<file path="src/rtl/dcache_data_sched.sv">
// Single-port data-RAM scheduler for one dcache way: arbitrates refill, writeback, store-buffer drain and loads.
// Optional store-to-load forwarding is enabled by defining DCACHE_STORE_FWD_EN.
module dcache_data_sched #(
    parameter int ADDR_WIDTH = 10,
    parameter int STARVE_MAX = 4
) (
    input  logic                  clk,
    input  logic                  rst,

    input  logic                  ld_req,
    input  logic [ADDR_WIDTH-1:0] ld_addr,
    output logic                  ld_gnt,
    output logic                  ld_rvalid,
    output logic [31:0]           ld_rdata,

    input  logic                  st_req,
    input  logic [ADDR_WIDTH-1:0] st_addr,
    input  logic [31:0]           st_data,
    input  logic [3:0]            st_ben,
    output logic                  st_rdy,

    input  logic                  rf_req,
    input  logic [ADDR_WIDTH-1:0] rf_addr,
    input  logic [255:0]          rf_line,
    output logic                  rf_gnt,

    input  logic                  wb_req,
    input  logic [ADDR_WIDTH-1:0] wb_addr,
    output logic                  wb_gnt,
    output logic                  wb_rvalid,
    output logic [255:0]          wb_line,

    output logic [ADDR_WIDTH-1:0] bram_raddr,
    output logic [ADDR_WIDTH-1:0] bram_waddr,
    output logic                  bram_re,
    output logic                  bram_we,
    output logic                  bram_store,
    output logic                  bram_hit_write,
    output logic [31:0]           bram_din,
    output logic [3:0]            bram_byte_ben,
    output logic [255:0]          bram_din_all,

    input  logic [31:0]           bram_dout,
    input  logic [255:0]          bram_dout_all
);

    // A line holds 8 words of 4 bytes, so conflicts compare everything above the word field.
    localparam int LINE_LSB = 5;
    localparam int CW       = $clog2(STARVE_MAX + 1);

    typedef enum logic [1:0] {
        OWN_NONE,
        OWN_LOAD,
        OWN_WB
    } owner_e;

    typedef enum logic [2:0] {
        OP_IDLE,
        OP_REFILL,
        OP_WB,
        OP_DRAIN,
        OP_LOAD
    } op_e;

    logic                  sb_valid_q, sb_valid_d;
    logic [ADDR_WIDTH-1:0] sb_addr_q, sb_addr_d;
    logic [31:0]           sb_data_q, sb_data_d;
    logic [3:0]            sb_ben_q, sb_ben_d;
    logic [CW-1:0]         wait_q, wait_d;
    owner_e                owner_q, owner_d;

    op_e  op;
    logic rf_conf, wb_conf, ld_conf;
    logic starved, ld_block, force_drain, drain_now;

    assign rf_conf = sb_valid_q && (sb_addr_q[ADDR_WIDTH-1:LINE_LSB] == rf_addr[ADDR_WIDTH-1:LINE_LSB]);
    assign wb_conf = sb_valid_q && (sb_addr_q[ADDR_WIDTH-1:LINE_LSB] == wb_addr[ADDR_WIDTH-1:LINE_LSB]);
    assign ld_conf = sb_valid_q && (sb_addr_q[ADDR_WIDTH-1:LINE_LSB] == ld_addr[ADDR_WIDTH-1:LINE_LSB]);
    assign starved = (wait_q >= CW'(STARVE_MAX));

`ifdef DCACHE_STORE_FWD_EN
    assign ld_block = 1'b0;
`else
    assign ld_block = ld_req && ld_conf;
`endif

    assign force_drain = sb_valid_q &&
                         (starved || (rf_req && rf_conf) || (wb_req && wb_conf) || ld_block);

    // Reset suppresses every grant so nothing reaches the RAM while state is being cleared.
    always_comb begin
        op = OP_IDLE;
        if (rst) begin
            op = OP_IDLE;
        end else if (rf_req && !rf_conf) begin
            op = OP_REFILL;
        end else if (wb_req && !wb_conf) begin
            op = OP_WB;
        end else if (force_drain) begin
            op = OP_DRAIN;
        end else if (ld_req) begin
            op = OP_LOAD;
        end else if (sb_valid_q) begin
            op = OP_DRAIN;
        end
    end

    assign drain_now = (op == OP_DRAIN);
    assign st_rdy    = !sb_valid_q || drain_now;

    always_comb begin
        ld_gnt         = 1'b0;
        rf_gnt         = 1'b0;
        wb_gnt         = 1'b0;
        bram_re        = 1'b0;
        bram_we        = 1'b0;
        bram_store     = 1'b0;
        bram_hit_write = 1'b0;
        bram_raddr     = '0;
        bram_waddr     = '0;
        bram_din       = '0;
        bram_byte_ben  = '0;
        bram_din_all   = '0;
        case (op)
            OP_REFILL: begin
                rf_gnt         = 1'b1;
                bram_we        = 1'b1;
                bram_hit_write = 1'b1;
                bram_waddr     = rf_addr;
                bram_din_all   = rf_line;
            end
            OP_WB: begin
                wb_gnt     = 1'b1;
                bram_re    = 1'b1;
                bram_raddr = wb_addr;
            end
            OP_DRAIN: begin
                bram_we       = 1'b1;
                bram_store    = 1'b1;
                bram_waddr    = sb_addr_q;
                bram_din      = sb_data_q;
                bram_byte_ben = sb_ben_q;
            end
            OP_LOAD: begin
                ld_gnt     = 1'b1;
                bram_re    = 1'b1;
                bram_raddr = ld_addr;
            end
            default: ;
        endcase
    end

    always_comb begin
        sb_valid_d = sb_valid_q;
        sb_addr_d  = sb_addr_q;
        sb_data_d  = sb_data_q;
        sb_ben_d   = sb_ben_q;
        wait_d     = wait_q;
        owner_d    = OWN_NONE;

        if (drain_now) begin
            sb_valid_d = 1'b0;
        end
        if (st_req && st_rdy) begin
            sb_valid_d = 1'b1;
            sb_addr_d  = st_addr;
            sb_data_d  = st_data;
            sb_ben_d   = st_ben;
        end

        // A freshly loaded entry starts its wait from zero, even when it replaces a draining one.
        if (!sb_valid_q || drain_now) begin
            wait_d = '0;
        end else if (!starved) begin
            wait_d = wait_q + CW'(1);
        end

        case (op)
            OP_LOAD: owner_d = OWN_LOAD;
            OP_WB:   owner_d = OWN_WB;
            default: owner_d = OWN_NONE;
        endcase
    end

    always_ff @(posedge clk) begin
        if (rst) begin
            sb_valid_q <= 1'b0;
            sb_addr_q  <= '0;
            sb_data_q  <= '0;
            sb_ben_q   <= '0;
            wait_q     <= '0;
            owner_q    <= OWN_NONE;
        end else begin
            sb_valid_q <= sb_valid_d;
            sb_addr_q  <= sb_addr_d;
            sb_data_q  <= sb_data_d;
            sb_ben_q   <= sb_ben_d;
            wait_q     <= wait_d;
            owner_q    <= owner_d;
        end
    end

    assign ld_rvalid = (owner_q == OWN_LOAD) && !rst;
    assign wb_rvalid = (owner_q == OWN_WB) && !rst;
    assign wb_line   = wb_rvalid ? bram_dout_all : '0;

`ifdef DCACHE_STORE_FWD_EN
    logic        fwd_hit_q, fwd_hit_d;
    logic [31:0] fwd_data_q, fwd_data_d;
    logic [3:0]  fwd_ben_q, fwd_ben_d;

    // Snapshot the buffered store at grant time; it may drain before the response cycle.
    always_comb begin
        fwd_hit_d  = (op == OP_LOAD) && ld_conf && (sb_addr_q[4:2] == ld_addr[4:2]);
        fwd_data_d = sb_data_q;
        fwd_ben_d  = sb_ben_q;
    end

    always_ff @(posedge clk) begin
        if (rst) begin
            fwd_hit_q  <= 1'b0;
            fwd_data_q <= '0;
            fwd_ben_q  <= '0;
        end else begin
            fwd_hit_q  <= fwd_hit_d;
            fwd_data_q <= fwd_data_d;
            fwd_ben_q  <= fwd_ben_d;
        end
    end

    always_comb begin
        ld_rdata = '0;
        if (ld_rvalid) begin
            ld_rdata = bram_dout;
            for (int unsigned b = 0; b < 4; b++) begin
                if (fwd_hit_q && fwd_ben_q[b]) begin
                    ld_rdata[8*b +: 8] = fwd_data_q[8*b +: 8];
                end
            end
        end
    end
`else
    assign ld_rdata = ld_rvalid ? bram_dout : '0;
`endif

endmodule

</file>
<file path="config.mk">
export PLATFORM = sky130hd
export DESIGN_NAME = dcache_data_sched
export DESIGN_NICKNAME = d
export VERILOG_FILES = /design/src/rtl/dcache_data_sched.sv
export SDC_FILE = /design/constraint.sdc
export NUM_CORES = 1
export LEC_CHECK = 0
export BUFFER_PORTS_ARGS = -buffer_cell sky130_fd_sc_hd__buf_4
export CAP_MARGIN = 20
export CORE_AREA = 2 2 478 480
export CTS_BUF_LIST = sky130_fd_sc_hd__clkbuf_4
export DETAILED_ROUTE_END_ITERATION = 8
export DIE_AREA = 0 0 480 482
export SLEW_MARGIN = 20
export SYNTH_ARGS = -nofsm -noshare
export SYNTH_HDL_FRONTEND = slang
export SYNTH_SLANG_ARGS = --single-unit
</file>
<file path="constraint.sdc">
create_clock -name clk -period 3.15 [get_ports clk]
set_input_delay 0.1575 -clock clk [delete_from_list [all_inputs] [get_ports clk]]
set_output_delay 0.1575 -clock clk [all_outputs]
set_load 0.02 [all_outputs]
</file>
==> summary.txt <==
Clock network
  • CTS Buffer Depth: 2
  • Clock slew seen by the registers of the worst setup and hold paths: 0.20 ns
  • CTS tree: built
  • H-Tree Depth: 2
  • Total CTS buffers: 5
  • # clock sinks: 52
  • Clk root buf: clkbuf_4
  • Clk_lat worst skew: 0.44 ns

Routing
  • Avg WL per Cell: 42.0 um
  • Drt initial violations: 1450
  • Drt first pass iters: 5
  • Post-route antenna net violation count: 0
  • Vias: 15400
  • Vias per cell: 2.85
  • DRC: 0
  • Final WL: 228000 um

Placed design
  • HPWL after detailed placement: 212000 um
  • Placed insts: 5286
  • Gpl congestion: 0.950
  • Buffers on Ports: 1235
  • Dpl cell area: 0.0208 mm^2

Logic synthesis
  • FFs w/ async S/R, synth: 0
  • Syn Inst Count: 1116
  • Register area share after synthesis: 0.137
  • Post-Synthesis Net Count: 1744
  • Avg Cell Area, Syn: 6.83 um^2
  • Number of flops mapped to enable cells by yosys: 0
  • Main flop type after synthesis: dfxtp_1
  • #FFs+latches synth: 52
  • Yosys cell types: 40
  • Synth Warn #: 0
  • Cell Area, Synth: 0.00762 mm^2

Timing
  • TNS Setup: -2.84 ns
  • Fmax achieved: 305 MHz
  • Final Max Slew Viols: 0
  • Final hold vios: 0
  • Normalized max-slew margin: 0.411
  • Crit share post-route: 1.04
  • Worst Setup Slack, final: -0.132 ns
  • Final min period: 3.28 ns
  • RSZ-0062 raised after global routing: true
  • Clock Skew: 0.0149 ns
  • Worst-Margin Slew: 0.881 ns
  • Final hold slack: 0.0785 ns
  • Final setup vio count: 43

Cells and area
  • Area growth syn-to-layout: 188%
  • Fillers: 26600
  • Area occupied by multi-input gates: 0.00620 mm^2
  • Post-route insts no fill: 5419
  • Finished Cell Area: 0.0220 mm^2
  • Sequential cell area: 0.00106 mm^2
  • Commonest non-fill, non-tap cell in the layout: buf_4
  • Layout cells sized above 1: 0.585
  • Nets@finish: 2968
  • Commonest cells after routing, fill and taps aside: 1234 x buf_4, 554 x and2_1, 48 x a31oi_1, 48 x nand4_1, 47 x dfxtp_1

Global routing
  • Grt met1 use: 0.210
  • Met2 Use GR: 0.255
  • Largest net degree at the start of global routing: 134
  • Antenna violations before repair: 337
  • First-pass GRT wire length: 252000 um
  • GRT Util Overall: 0.186
  • Grt ovf: 0
  • Met3 Track Usage GR: 0.170
  • Vias in the first global route: 13100
  • GRT busiest layer: met2

Pwr
  • Pleak: 0.00993 uW
  • Pwr Density: 162 mW/mm^2
  • Overall power: 3560 uW
  • Max IR drop VDD: 154 uV

Hold path
  • Hold_sp: st_addr[7]
  • Hold WC Path Type: input pin to flop
  • Hold Path Stages: 4

Die
  • Rows: 175
  • Die Width: 480 um
  • Die area: 0.231 mm^2
  • CORE AREA: 0.226 mm^2
  • Top-Level Pins: 1236
  • Initial Util: 0.0337
  • Die Span Y: 482 um

Status
  • Outcome: finished, violations left
  • Violated checks: setup timing

Worst setup path
  • Critical Path Sink Type: output pin
  • Worst EP required: 2.99 ns
  • CP max FO: 9
  • CP arrival: 3.12 ns
  • Worst R2R Path Depth: 11
  • Element type at the critical path start: flop
  • Critical path type: flop to output pin
  • RR Startpoint: sb_addr_q[8]
  • Critical Path Source: sb_addr_q[8]

Job
  • Max-cap violation count: 0
metrics by stage:
stage / setup slack, ns / util
6_report: -0.132 / 0.0971
5_1_grt: -0.231 / 0.0966
4_1_cts: -0.0662 / 0.0961
3_5_place_dp: -0.330 / 0.0919
3_3_place_gp: -0.369 / 0.0919
2_1_floorplan: 0.990 / -
final cells by class:
type                    instances  area share
flip-flops and latches         52      0.0481
well taps                    3009       0.171
diodes                         69     0.00786
clock buffers                   5     0.00171
inverters                       7     0.00120
clock inverters                 3    0.000854
repair buffers               1346       0.487
multi-input cells             928       0.282
metal layers:
metal | wire length (um) | vias to the layer above
li1 | - | 6221
met1 | 86600 | 7004
met2 | 87800 | 1427
met3 | 45100 | 509
met4 | 6530 | 258
met5 | 1630 | -
registers in the layout, summed over array words and instances, names as in the netlist:
| name | count |
|---|---|
| owner_q | 2 |
| sb_addr_q | 10 |
| sb_ben_q | 4 |
| sb_data_q | 32 |
| sb_valid_q | 1 |
| wait_q | 3 |
cell usage after synthesis (all sizes together) (2+ instances only):
library cell	instances	area (um^2)
a22o	20	175
a31oi	48	300
and2	580	3630
and3	46	288
buf	32	220
clkbuf	97	365
dfxtp	52	1040
ha	2	25.0
inv	7	26.3
nand2	46	173
nand2b	2	20.0
nand4	48	300
nor2	6	30.0
nor2b	47	294
nor3	4	31.3
nor3b	4	35.0
nor4	3	33.8
o311ai	46	403
xnor2	2	17.5
xor2	14	123
critical path, stage by stage, from the launching register on:
cell,delay (ns)
dfxtp_4,0.42
buf_4,0.15
xor2_2,0.38
nor4_2,0.09
buf_4,0.15
a31oi_1,0.30
a31oi_1,0.14
buf_4,0.16
nor3b_4,0.33
buf_12,0.20
a22o_1,0.17
buf_6,0.15
what timing repair did:
action,CTS,global route
endpoints found under the setup margin,366,58
gates cloned,3,1
endpoints found under the hold margin,43,0
hold buffers,43,0
pin swaps,10,6
gates resized for setup,81,19
setup buffers,8,5
where the power goes:
part           switching [uW]  internal [uW]  leakage (uW)
Clock                     298           84.1     0.0000253
Sequential                141            712      0.000431
Combinational            1250           1070       0.00948
Total                    1690           1870       0.00993
cell families after synthesis:
family	after synthesis	synth area share
simple gates	789	0.637
xor+xnor	16	0.0184
compound gates	120	0.123
mux	1	0.00131
flops	52	0.137
buf+inv	136	0.0803
fa+ha+maj	2	0.00328
path summary, 6_finish.rpt:
kind	endpoint	slack, ns
max	bram_raddr[5]	-0.13
min reg2reg	sb_data_q[2]	0.56
max reg2reg	sb_addr_q[5]	0.42
min	sb_addr_q[7]	0.08
(Power assumes the default switching activity.)
